**src/rtl/ps2_keyboard_led_commander_if.sv**
```systemverilog
// Byte-level handshake between the LED command sequencer and PS2_Controller.
// The master side presents bytes to send; the slave side reports transmit status and received bytes.
interface ps2_keyboard_led_commander_if;
    logic [7:0] command_to_send;
    logic       send_command;
    logic       command_was_sent;
    logic       error_communication_timed_out;
    logic [7:0] received_data;
    logic       received_new_data;

    modport master (
        output command_to_send,
        output send_command,
        input  command_was_sent,
        input  error_communication_timed_out,
        input  received_data,
        input  received_new_data
    );

    modport slave (
        input  command_to_send,
        input  send_command,
        output command_was_sent,
        output error_communication_timed_out,
        output received_data,
        output received_new_data
    );
endinterface

```
**src/rtl/ps2_keyboard_led_commander.sv**
```systemverilog
// Sends the Set-LEDs command (opcode + LED byte) to a PS/2 keyboard, handles ACK/resend/timeout
// with bounded retries, and coalesces requests that arrive while a sequence is in flight.
module ps2_keyboard_led_commander #(
    parameter int unsigned ACK_TIMEOUT_CYCLES = 1000000,
    parameter int unsigned MAX_RETRIES        = 3,
    parameter logic [7:0]  CMD_SET_LEDS       = 8'hED
) (
    input  logic                                CLOCK_50,
    input  logic                                resetn,
    input  logic                                led_request,
    input  logic [2:0]                          led_value,
    ps2_keyboard_led_commander_if.master        ps2,
    output logic                                busy,
    output logic                                done,
    output logic                                error,
    output logic [2:0]                          led_state
);

    localparam int unsigned TW = $clog2(ACK_TIMEOUT_CYCLES);
    localparam int unsigned RW = $clog2(MAX_RETRIES + 2);
    localparam logic [TW-1:0] T_LAST = TW'(ACK_TIMEOUT_CYCLES - 32'd1);
    localparam logic [TW-1:0] T_SAT  = {TW{1'b1}};
    localparam logic [RW-1:0] R_LIMIT = RW'(MAX_RETRIES);
    localparam logic [RW-1:0] R_SAT   = {RW{1'b1}};
    localparam logic [7:0] BYTE_ACK    = 8'hFA;
    localparam logic [7:0] BYTE_RESEND = 8'hFE;

    typedef enum logic [2:0] {
        S_IDLE          = 3'd0,
        S_SEND_CMD      = 3'd1,
        S_WAIT_SENT_CMD = 3'd2,
        S_WAIT_ACK_CMD  = 3'd3,
        S_SEND_ARG      = 3'd4,
        S_WAIT_SENT_ARG = 3'd5,
        S_WAIT_ACK_ARG  = 3'd6
    } state_e;

    state_e        state_q, state_d;
    logic [7:0]    cmd_q, cmd_d;
    logic          send_q, send_d;
    logic          busy_q, busy_d;
    logic          done_q, done_d;
    logic          error_q, error_d;
    logic [2:0]    led_state_q, led_state_d;
    logic [2:0]    latched_q, latched_d;
    logic          pending_q, pending_d;
    logic [2:0]    next_val_q, next_val_d;
    logic [RW-1:0] retry_q, retry_d;
    logic [TW-1:0] timer_q, timer_d;

    logic          do_retry_s;
    logic          rx_ack_s;
    logic          rx_resend_s;
    logic          arg_phase_s;
    logic [RW-1:0] retry_inc_s;
    logic [TW-1:0] timer_inc_s;

    // Sequencer next-state, outputs and request/retry bookkeeping.
    always_comb begin
        state_d     = state_q;
        cmd_d       = cmd_q;
        send_d      = 1'b0;
        busy_d      = busy_q;
        done_d      = 1'b0;
        error_d     = 1'b0;
        led_state_d = led_state_q;
        latched_d   = latched_q;
        retry_d     = retry_q;
        timer_d     = timer_q;
        do_retry_s  = 1'b0;
        rx_ack_s    = ps2.received_new_data && (ps2.received_data == BYTE_ACK);
        rx_resend_s = ps2.received_new_data && (ps2.received_data == BYTE_RESEND);
        retry_inc_s = (retry_q == R_SAT) ? retry_q : retry_q + RW'(1);
        timer_inc_s = (timer_q == T_SAT) ? timer_q : timer_q + TW'(1);
        arg_phase_s = (state_q == S_SEND_ARG) || (state_q == S_WAIT_SENT_ARG) ||
                      (state_q == S_WAIT_ACK_ARG);

        // The IDLE cycle carrying done/error still counts as busy, so requests then are deferred.
        if (led_request && ((state_q != S_IDLE) || done_q || error_q)) begin
            pending_d  = 1'b1;
            next_val_d = led_value;
        end else begin
            pending_d  = pending_q;
            next_val_d = next_val_q;
        end

        case (state_q)
            S_IDLE: begin
                if (!done_q && !error_q && (led_request || pending_q)) begin
                    latched_d = led_request ? led_value : next_val_q;
                    pending_d = 1'b0;
                    retry_d   = {RW{1'b0}};
                    busy_d    = 1'b1;
                    cmd_d     = CMD_SET_LEDS;
                    send_d    = 1'b1;
                    state_d   = S_SEND_CMD;
                end else begin
                    state_d = S_IDLE;
                end
            end
            S_SEND_CMD: state_d = S_WAIT_SENT_CMD;
            S_SEND_ARG: state_d = S_WAIT_SENT_ARG;
            S_WAIT_SENT_CMD, S_WAIT_SENT_ARG: begin
                if (ps2.command_was_sent) begin
                    timer_d = {TW{1'b0}};
                    state_d = arg_phase_s ? S_WAIT_ACK_ARG : S_WAIT_ACK_CMD;
                end else if (ps2.error_communication_timed_out) begin
                    do_retry_s = 1'b1;
                end else begin
                    state_d = state_q;
                end
            end
            S_WAIT_ACK_CMD, S_WAIT_ACK_ARG: begin
                timer_d = timer_inc_s;
                if (rx_ack_s && !arg_phase_s) begin
                    retry_d = {RW{1'b0}};
                    cmd_d   = {5'b00000, latched_q};
                    send_d  = 1'b1;
                    state_d = S_SEND_ARG;
                end else if (rx_ack_s) begin
                    led_state_d = latched_q;
                    done_d      = 1'b1;
                    busy_d      = 1'b0;
                    state_d     = S_IDLE;
                end else if (rx_resend_s || (timer_q == T_LAST)) begin
                    do_retry_s = 1'b1;
                end else begin
                    state_d = state_q;
                end
            end
            default: begin
                busy_d  = 1'b0;
                state_d = S_IDLE;
            end
        endcase

        if (do_retry_s) begin
            if (retry_inc_s > R_LIMIT) begin
                error_d = 1'b1;
                busy_d  = 1'b0;
                state_d = S_IDLE;
            end else begin
                retry_d = retry_inc_s;
                send_d  = 1'b1;
                state_d = arg_phase_s ? S_SEND_ARG : S_SEND_CMD;
            end
        end else begin
            error_d = 1'b0;
        end
    end

    // State and output registers.
    always_ff @(posedge CLOCK_50 or negedge resetn) begin
        if (!resetn) begin
            state_q     <= S_IDLE;
            cmd_q       <= 8'h00;
            send_q      <= 1'b0;
            busy_q      <= 1'b0;
            done_q      <= 1'b0;
            error_q     <= 1'b0;
            led_state_q <= 3'b000;
            latched_q   <= 3'b000;
            pending_q   <= 1'b0;
            next_val_q  <= 3'b000;
            retry_q     <= {RW{1'b0}};
            timer_q     <= {TW{1'b0}};
        end else begin
            state_q     <= state_d;
            cmd_q       <= cmd_d;
            send_q      <= send_d;
            busy_q      <= busy_d;
            done_q      <= done_d;
            error_q     <= error_d;
            led_state_q <= led_state_d;
            latched_q   <= latched_d;
            pending_q   <= pending_d;
            next_val_q  <= next_val_d;
            retry_q     <= retry_d;
            timer_q     <= timer_d;
        end
    end

    assign ps2.command_to_send = cmd_q;
    assign ps2.send_command    = send_q;
    assign busy                = busy_q;
    assign done                = done_q;
    assign error               = error_q;
    assign led_state           = led_state_q;

endmodule
```
**src/flat_wrapper.sv**
```systemverilog
// flat-port wrapper written by rule: the top's interface ports become plain ports
module ps2_keyboard_led_commander_flat 
#(
    parameter int unsigned ACK_TIMEOUT_CYCLES = 1000000,
    parameter int unsigned MAX_RETRIES        = 3,
    parameter logic [7:0]  CMD_SET_LEDS       = 8'hED
)
  (CLOCK_50, resetn, led_request, led_value, busy, done, error, led_state, ps2_command_to_send, ps2_send_command, ps2_command_was_sent, ps2_error_communication_timed_out, ps2_received_data, ps2_received_new_data);
  ps2_keyboard_led_commander_if ps2_i ();
  input  logic CLOCK_50;
  input  logic resetn;
  input  logic led_request;
  input  logic [2:0] led_value;
  output logic busy;
  output logic done;
  output logic error;
  output logic [2:0] led_state;
  output wire logic [$bits(ps2_i.command_to_send)-1:0] ps2_command_to_send;
  output wire logic [$bits(ps2_i.send_command)-1:0] ps2_send_command;
  input wire logic [$bits(ps2_i.command_was_sent)-1:0] ps2_command_was_sent;
  input wire logic [$bits(ps2_i.error_communication_timed_out)-1:0] ps2_error_communication_timed_out;
  input wire logic [$bits(ps2_i.received_data)-1:0] ps2_received_data;
  input wire logic [$bits(ps2_i.received_new_data)-1:0] ps2_received_new_data;
  assign ps2_command_to_send = ps2_i.command_to_send;
  assign ps2_send_command = ps2_i.send_command;
  assign ps2_i.command_was_sent = ps2_command_was_sent;
  assign ps2_i.error_communication_timed_out = ps2_error_communication_timed_out;
  assign ps2_i.received_data = ps2_received_data;
  assign ps2_i.received_new_data = ps2_received_new_data;
  ps2_keyboard_led_commander #(.ACK_TIMEOUT_CYCLES(ACK_TIMEOUT_CYCLES), .MAX_RETRIES(MAX_RETRIES), .CMD_SET_LEDS(CMD_SET_LEDS)) u_core (.CLOCK_50(CLOCK_50), .resetn(resetn), .led_request(led_request), .led_value(led_value), .ps2(ps2_i), .busy(busy), .done(done), .error(error), .led_state(led_state));
endmodule
```
**config.mk**
```make
export PLATFORM = sky130hd
export DESIGN_NAME = ps2_keyboard_led_commander_flat
export DESIGN_NICKNAME = d
export VERILOG_FILES = /design/src/rtl/ps2_keyboard_led_commander_if.sv /design/src/rtl/ps2_keyboard_led_commander.sv /design/src/flat_wrapper.sv
export SDC_FILE = /design/constraint.sdc
export NUM_CORES = 1
export LEC_CHECK = 0
export CAP_MARGIN = 10
export CORE_MARGIN = 3
export CORE_UTILIZATION = 55
export CTS_CLUSTER_DIAMETER = 30
export DETAILED_ROUTE_END_ITERATION = 6
export PLACE_DENSITY = 0.87
export SLEW_MARGIN = 25
export SYNTH_ARGS = -nofsm -noshare
export SYNTH_HDL_FRONTEND = slang
export SYNTH_SLANG_ARGS = --single-unit
```
**constraint.sdc**
```tcl
create_clock -name CLOCK_50 -period 2.8 [get_ports CLOCK_50]
set_clock_uncertainty 0.15 [all_clocks]
set_input_delay 0.56 -clock CLOCK_50 [delete_from_list [all_inputs] [get_ports CLOCK_50]]
set_output_delay 0.56 -clock CLOCK_50 [all_outputs]
set_load 0.05 [all_outputs]
```
## Yosys cells after proc, flatten, opt, wreduce, memory -nomap -nowiden

Cells that the tools add are included.

| storage, ports and cells | value |
|---|---|
| input bits | 17 |
| output and inout bits | 15 |
| word-level logic and storage cells | 107 |
| bits in read-only memories | 0 |
| memories | 0 |
| bits in latches | 0 |
| flip-flop bits (word level) | 48 |
| memory bits (writable) | 0 |

| cells by class | value |
|---|---|
| order comparisons | 1 |
| shifts and indexed selects | 0 |
| reduce and logical (&&, ||, !) cells | 27 |
| eq/ne operators | 17 |
| multipliers | 0 |
| multiplexer cells | 47 |
| bitwise gates (word level) | 1 |
| add/sub/neg operators | 2 |
| div/mod/pow operators | 0 |

Operator list:

| operator | count |
|---|---|
| == test 20 bit (second input constant) | 2 |
| 2-to-1 mux 20 bit | 2 |
| case mux 20 bit (2 select lines) | 1 |
| 2-to-1 mux 3 bit | 13 |
| 2-to-1 mux 1 bit | 23 |
| adder 20 x 1 -> 20 bit (second input constant) | 1 |
| == test 8 bit (second input constant) | 2 |
| 2-to-1 mux 8 bit | 2 |
| case mux 8 bit (2 select lines) | 1 |
| case mux 3 bit (5 select lines) | 1 |
| == test 3 bit (second input constant) | 4 |
| AND reduction 3 bit | 3 |
| == test 3 x 2 -> 1 bit (second input constant) | 2 |
| logical AND 1 bit | 6 |
| logical OR 1 bit | 6 |
| case mux 3 bit (2 select lines) | 1 |
| != test 2 x 1 -> 1 bit (second input constant) | 2 |
| != test 2 bit (second input constant) | 2 |
| != test 4 x 1 -> 1 bit (second input constant) | 1 |
| case mux 1 bit (2 select lines) | 2 |
| AND reduction 2 bit | 2 |
| nonzero test 2 bit | 2 |
| OR reduction 2 bit | 2 |
| OR reduction 4 bit | 1 |
| 9 further kinds | 11 |

## Longest topological paths before layout

Gate-level depths: netlist (run 1).

| depth | value |
|---|---|
| depth in word-level cells | 9 |
| depth in mapped cells | 8 |
| mapped depth without buffers | 7 |

## Least setup slack after synthesis (run 1)

No wires, ideal clock.

| timing path | value |
|---|---|
| path type | register to register |
| start | reg u_core.timer_q[0] |
| end | reg u_core.timer_q[0] |
| buffers on the path | 1 |
| data required time | 2532 ps |
| path slack | 807 ps |
| arrival time | 1725 ps |
| stages on the path, launching flop included | 9 |
| path through | dfrtp_1 > ha_1 > and3_1 > nand3_1 > nor4_4 > or2_1 > buf_2 > nor3_1 > a21o_1 |

| between the ends | value |
|---|---|
| cells in the longest elaborated chain, start to end | 3 |
| elaborated cells between the ends (all ways) | 6 |
| classes of those cells | add/sub (1); eq/ne (2); mux (2); reduce/logical (1) |

RTL lines:

| what | RTL line | text |
|---|---|---|
| start: declaration | ps2_keyboard_led_commander.sv:49 | `logic [TW-1:0] timer_q, timer_d;` |
| start signal: assignment | ps2_keyboard_led_commander.sv:166 | `timer_q <= {TW{1'b0}};` |
| start signal: assignment | ps2_keyboard_led_commander.sv:179 | `timer_q <= timer_d;` |
| adder 20 x 1 -> 20 bit / == test 20 bit (equally long branches) | ps2_keyboard_led_commander.sv:74 | `timer_inc_s = (timer_q == T_SAT) ? timer_q : timer_q + TW'(1);` |
| 2-to-1 mux 20 bit / != test 2 bit (equally long branches) | -- |  |
| case mux 20 bit (2 select lines) / AND reduction 3 bit (equally long branches) | -- |  |

Parallel ways exist; a longest one is shown, timed or not. The select of a mux whose other input is x is not followed.
A chain may end at the register's enable or synchronous reset.

## Worst setup path in the final report (run 1)

| timing path | value |
|---|---|
| start | in ps2_received_data[6] |
| end | reg u_core.retry_q[1] |

| between the ends | value |
|---|---|
| cells in the longest elaborated chain, start to end | 8 |
| elaborated cells between the ends (all ways) | 14 |
| classes of those cells | eq/ne (2); mux (8); reduce/logical (4) |

RTL lines:

| what | RTL line | text |
|---|---|---|
| start: declaration | flat_wrapper.sv:22 | `input wire logic [$bits(ps2_i.received_data)-1:0] ps2_received_data;` |
| == test 8 bit | ps2_keyboard_led_commander.sv:72 | `rx_resend_s = ps2.received_new_data && (ps2.received_data == BYTE_RESEND);` |
| logical AND 1 bit | ps2_keyboard_led_commander.sv:72 |  |
| logical OR 1 bit | ps2_keyboard_led_commander.sv:125 | `end else if (rx_resend_s \|\| (timer_q == T_LAST)) begin` |
| 2-to-1 mux 1 bit | ps2_keyboard_led_commander.sv:125 |  |
| 2-to-1 mux 1 bit | ps2_keyboard_led_commander.sv:120 | `end else if (rx_ack_s) begin` |
| 2-to-1 mux 1 bit | ps2_keyboard_led_commander.sv:115 | `if (rx_ack_s && !arg_phase_s) begin` |
| case mux 1 bit (2 select lines) | ps2_keyboard_led_commander.sv:87 | `case (state_q)` |
| 2-to-1 mux 3 bit * | ps2_keyboard_led_commander.sv:137 | `if (do_retry_s) begin` |
| net u_core.retry_d[1] | ps2_keyboard_led_commander.sv:48 | `logic [RW-1:0] retry_q, retry_d;` |
| end signal: assignment | ps2_keyboard_led_commander.sv:165 | `retry_q <= {RW{1'b0}};` |
| end signal: assignment | ps2_keyboard_led_commander.sv:178 | `retry_q <= retry_d;` |
| end: declaration | ps2_keyboard_led_commander.sv:48 |  |

Mark *: on every way through the listed nets, which the timed path passes. The rest lies on a longest branch.

==> reports/metrics.cfg, run 1 <==
[status]
status=finished clean

[logic_synthesis]
syn-cell-area_um2=2390
seq_area_frac_synth_pct=46.0
synth_edf_count=0
synth_cells=253
yosys_warnings=0
synth.net_count=272
synth_cell_types=50
synthArstFlopShare_pct=100
synthFlopType=dfrtp_1
avgSynthCellArea_um2=9.46
synth-seq-cells=44

[layout]
layout_commonest_cell=dfrtp_1
antenna_cells=0
layout_common_cells=dfrtp_1 (44), nor2_1 (32), clkdlybuf4s50_1 (29)
fill_cells=306
post-route-util_pct=69.2
layout-drive-gt1-share_pct=14.3
synthToLayoutAreaGrowth_pct=18.3
nets=305

[critical_path]
reg2reg_slack_ns=0.57
critPathSlowestCell=clkdlybuf4s50_1
critPathKind=primary input to register
end_kind=register
crit_path_max_fanout=5
r2r-start=u_core.timer_q[0]
reg2reg_to=u_core.timer_q[0]
critical_path.top_delay_family=compound AO/OA/AOI/OAI gates
r2r_cells=7
cp_data_required_time_ns=2.88
start_kind=primary input
cpPeakStageDelay_ns=0.47
path_cells=clkdlybuf4s50_1, nand4_1, or2_2, a31oi_1, a21oi_2, o21ai_1, mux2i_1
crit_buf_inv=1
crit_arrival_ns=2.39

[die]
die_h_um=72.0
start_util_pct=58.5
rows=23
die_w_um=72.0
core_area_um2=4090
die_area_um2=5180
io_pins=32

[detailed_routing]
num_vias=1951
viasPerCell=5.79
routed_wl_um=4930
first_pass_iters=4
drcViolationCount=0
drt_iter0_markers=173
ant_nets=0
avgRoutedWirePerCell_um=14.6

[timing]
drv_slew=0
worst_pin_slew_ns=0.669
finalSetupViolations=0
max_clock_freq_mhz=432
hold_violations=0
fin_hold_ws_ns=0.167
rsz0062_at_grt=no
min_period_ns=2.32
worst_slack_ns=0.484
period_share_pct=82.7
relSlewSlack_pct=55.3
fin_setup_tns_ns=0

[placed_design]
globalplace.congestion=0.979
numPortBuffers=30
post-place-ws_ns=0.0797
dp_hpwl_um=3590

[grt]
grt_antenna_before_repair=0
grt_use_total_pct=21.2
grt_pass1_wl_um=8710
gr-total-overflow=0
grt_max_degree=45
grt_pass1_vias=1917

[clocking]
clock_latency_ns=0.30
cts_sinks=44
clkSlewWorstSetupHoldPaths_ns=0.09
cts_resized=0
post-cts-setup-buffer-count=0
cts_max_path_buffers=2
cts_max_level=2
cts_tree=done
numCtsBuffers=5
cts_root_buf=clkbuf_8
cts_hold_buffers=0

[hold_path]
hold_class=primary input to asynchronous set/reset pin

[power]
leakagePower_nw=1.18
ir_drop_uv=560
power.density_nw_per_um2=697

[flow_run]
cap_violations=0

[synthesized netlist by cell type (2+ instances only)]
master,number,share of area [%]
nand2_1,24,3.8
buf_4,5,1.6
nor2b_1,2,0.52
nor4_1,2,0.52
nor3_2,3,1.3
and4_1,3,1.1
or2_2,2,0.52
mux2_2,6,2.8
a21oi_1,12,2.5
o221a_2,2,0.94
a21oi_2,3,1.1
o21ai_0,9,1.9
or3_1,2,0.52
buf_2,4,0.84
nand4_1,2,0.52
nand3_1,7,1.5
dfrtp_1,44,46
and2_1,2,0.52
nor3_1,15,3.1
inv_1,11,1.7
nor4b_1,2,0.73
nor4_2,2,1.0
and3_1,3,0.78
o21ai_1,5,1.0
nor2_1,33,5.2
xnor2_1,14,5.1
ha_1,2,1.0
a211oi_1,3,0.94
mux2i_1,5,2.1
nor3b_1,3,0.94
a21o_1,2,0.63
[stage by stage]
step / cells / power (W) / area (um^2)
5_1_grt: 337 / 0.00211 / 2830
3_5_place_dp: 329 / 0.00157 / 2730
3_3_place_gp: 329 / 0.00154 / 2730
2_1_floorplan: 253 / 0.00135 / 2390
4_1_cts: 337 / 0.00198 / 2830
6_report: 337 / 0.00197 / 2830
[flip-flops by register name, indices dropped and copies added, names as in the netlist]
register                    cells
u_core.state_q                  3
u_core.ps2.command_to_send      4
u_core.timer_q                 20
u_core.next_val_q               3
u_core.ps2.send_command         1
u_core.done                     1
u_core.pending_q                1
u_core.error                    1
u_core.retry_q                  3
u_core.busy                     1
u_core.led_state                3
u_core.latched_q                3
[worst reg2reg max path, cell delays in order, from the launching register on]
cell and delay (ns):
dfrtp_1 0.41, ha_1 0.20, and3_1 0.20, nand3_1 0.19, nor4_4 0.45, or2_1 0.30, nor3_1 0.07, a21o_1 0.15
[layer usage]
layer | up-vias | global-route usage (%) | share of wire [%]
met4 | 0 | 7.72 | 1.6
met5 | - | 0 | 0
met1 | 941 | 28.2 | 45
met3 | 8 | 5.96 | 5.6
met2 | 53 | 33.2 | 48
li1 | 949 | - | -
[cell type report]
cell class              instances  area [um^2]  share of cell area (%)
repair buffers                 36          340                    12.0
multi-input cells             188         1190                    42.1
clock inverters                 2         10.0                   0.354
clock buffers                   6         82.6                    2.92
flip-flops and latches         44         1100                    38.9
well taps                      50         62.6                    2.21
inverters                      11         41.3                    1.46
[worst max-delay path by stage]
stage | startpoint | endpoint | cells after the start
detailed placement | ps2_command_was_sent | u_core.timer_q[13] | 6
global route | ps2_received_data[6] | u_core.retry_q[1] | 7
floorplan | u_core.timer_q[0] | u_core.timer_q[0] | 8
finish | ps2_received_data[6] | u_core.retry_q[1] | 7
CTS | ps2_command_was_sent | u_core.timer_q[13] | 6
global placement | ps2_command_was_sent | u_core.timer_q[17] | 6
[where the power goes]
group,switching (W),internal [W],total (W)
registers,0.000113,0.000743,0.000855
clock network,0.000220,0.000197,0.000417
logic,0.000451,0.000248,0.000699
total,0.000784,0.00119,0.00197
[kinds of logic after synthesis]
kind of cell,synth area share [%]
XOR/XNOR,5.49
flip-flops,46.0
AO/OA/AOI/OAI,11.5
adder cells (fa/ha/maj),1.05
other,0.157
multiplexers,4.92
buffers and inverters,4.29
AND/OR/NAND/NOR,26.6
No activity file was read; power rests on OpenSTA's default activity.
==> run 2, diff against run 1 <==
==> constraint.sdc (replaced) <==
create_clock -name CLOCK_50 -period 2.2 [get_ports CLOCK_50]
set_clock_uncertainty 0.15 [all_clocks]
set_input_delay 0.44 -clock CLOCK_50 [delete_from_list [all_inputs] [get_ports CLOCK_50]]
set_output_delay 0.44 -clock CLOCK_50 [all_outputs]
set_load 0.05 [all_outputs]
==> run 2 against run 1 <==
Effect of this change: critical path depth is 6 lower; design area increased by 7.5%; utilization grew 5.2 points; sequential power rose by 25%; combinational power increased by 47%; critical endpoint is now ps2_command_to_send[6]; non-clock buffer count rose by 18; final cell count rose by 5.3%; largest cell class unchanged; critical path type is now register to output pin; first-iteration DRC count fell by 7.5%.
==> reports/metrics.cfg, run 2 (same netlist as run 1, synthesis figures left out) <==
[critical_path]
reg2reg_to=u_core.state_q[0]
critPathKind=register to output pin
end_kind=output pin
start_kind=register
crit_path_max_fanout=5  ; unchanged
reg2reg_slack_ns=0.12  ; -0.45 ns
crit_arrival_ns=1.53  ; -0.86 ns
critical_path.top_delay_family=buffers and inverters
r2r_cells=8  ; +1
crit_buf_inv=1  ; unchanged
cp_data_required_time_ns=1.61  ; -1.27 ns
critPathSlowestCell=clkdlybuf4s50_1
cpPeakStageDelay_ns=0.82  ; +0.35 ns
path_cells=clkdlybuf4s50_1
r2r-start=u_core.timer_q[1]

[detailed_routing]
avgRoutedWirePerCell_um=14.8  ; +1.2%
num_vias=2046  ; +4.9%
viasPerCell=5.76  ; -0.45%
first_pass_iters=4  ; unchanged
drt_iter0_markers=160  ; -7.5%
routed_wl_um=5250  ; +6.6%
drcViolationCount=0  ; unchanged
ant_nets=0  ; unchanged

[clocking]
cts_sinks=44  ; unchanged
clock_latency_ns=0.30  ; about the same
numCtsBuffers=5  ; unchanged
cts_max_level=2  ; unchanged
cts_tree=done
cts_max_path_buffers=2  ; unchanged
cts_root_buf=clkbuf_8
clkSlewWorstSetupHoldPaths_ns=0.09  ; about the same

[layout]
multiInputGateArea_um2=1220  ; +2.2%
antenna_cells=0  ; unchanged
top_register=u_core.timer_q
fill_cells=297  ; -2.9%
layout_commonest_cell=dfrtp_1
layout.cells.non_filler=355  ; +5.3%
nets=323  ; +5.9%
area.sequential_um2=1100  ; +0.11%
layout-drive-gt1-share_pct=21.0  ; +6.7 points
fin_area_um2=3040  ; +7.5%
synthToLayoutAreaGrowth_pct=27.1
post-route-util_pct=74.4  ; +5.2 points
largest_reg_flops=20  ; unchanged
layout_common_cells=dfrtp_1 (43), nor2_1 (32), clkdlybuf4s50_1 (29)

[timing]
hold_violations=0  ; unchanged
worst_slack_ns=0.0827  ; -0.401 ns
relSlewSlack_pct=65.2  ; +9.9 points
max_clock_freq_mhz=472
finalSetupViolations=0  ; unchanged
drv_slew=0  ; unchanged
worst_pin_slew_ns=0.520  ; -0.149 ns
min_period_ns=2.12
period_share_pct=96.2

[grt]
grt_use_total_pct=22.3  ; +1.1 points
grt_antenna_before_repair=0  ; unchanged
grt_max_degree=45  ; unchanged
grt_pass1_wl_um=9000  ; +3.3%
gr-total-overflow=0  ; unchanged
grt_pass1_vias=2011  ; +4.9%

[placed_design]
globalplace.congestion=0.970  ; -0.87%
place_area_um2=2870  ; +4.9%
post-place-ws_ns=-0.309  ; -0.389 ns
numPortBuffers=30  ; unchanged
dp_hpwl_um=3870  ; +7.9%
placed_cells=345  ; +4.9%

[power]
power_w=0.00278  ; +41%
leakagePower_nw=1.29  ; +9.1%
ir_drop_uv=637  ; +14%
power.density_nw_per_um2=914  ; +31%

[die]
io_pins=32  ; unchanged
die_h_um=72.0  ; unchanged
start_util_pct=58.5  ; unchanged
die_w_um=72.0  ; unchanged
core_area_um2=4090  ; unchanged
die_area_um2=5180  ; unchanged
rows=23  ; unchanged

[hold_path]
min_to=u_core.retry_q[0]
hold_class=register to register
min_path_cells=1
min_from=u_core.retry_q[0]

[status]
status=finished clean

[flow_run]
cap_violations=0  ; unchanged

[run 2: worst max-delay path by stage]
stage	to	slack, ns	depth (start not counted)	startpoint
final	ps2_command_to_send[6]	0.08	1	u_core.ps2.command_to_send[6]
after global routing	u_core.timer_q[3]	-0.01	8	u_core.timer_q[1]
after CTS	u_core.retry_q[1]	0.06	7	u_core.timer_q[1]
after detailed placement	u_core.retry_q[1]	-0.31	7	ps2_received_data[6]
after global placement	u_core.retry_q[1]	-0.16	7	ps2_received_new_data
after floorplan	u_core.timer_q[0]	0.21	8	u_core.timer_q[0]
[run 2: final cells by class]
type | instances | area share (%)
multi-input cells | 188 | 40.0
flip-flops and latches | 44 | 36.3
repair buffers | 54 | 16.1
clock buffers | 7 | 3.17
well taps | 50 | 2.06
inverters | 11 | 1.36
clock inverters | 1 | 0.988
[run 2: through the flow]
| stage | hold slack [ns] | TNS [ns] |
|---|---|---|
| final | 0.342 | 0 |
| after global routing | 0.365 | -0.0150 |
| after CTS | 0.341 | 0 |
| after detailed placement | 0.285 | -3.71 |
| after global placement | 0.283 | -1.89 |
| after floorplan | -0.00559 | 0 |
[run 2: what timing repair did]
| action | CTS | global route |
|---|---|---|
| resized for setup | 1 | 6 |
| buffers inserted | 0 | 1 |
| hold endpoints to repair | 44 | 0 |
| hold buffers | 1 | 0 |
| setup endpoints to repair | 1 | 13 |
| pin swaps | 0 | 2 |
[run 2: power by group]
part           internal (W)  switching [W]  total, W
registers          0.000946       0.000125   0.00107
logic              0.000391       0.000637   0.00103
clock network      0.000401       0.000281  0.000681
total               0.00174        0.00104   0.00278
[run 2: layer usage]
metal | global-route usage, % | wire length [um]
met5 | 0 | 0
met4 | 8.14 | 81
met3 | 4.99 | 266
met2 | 36.2 | 2640
met1 | 29.4 | 2260
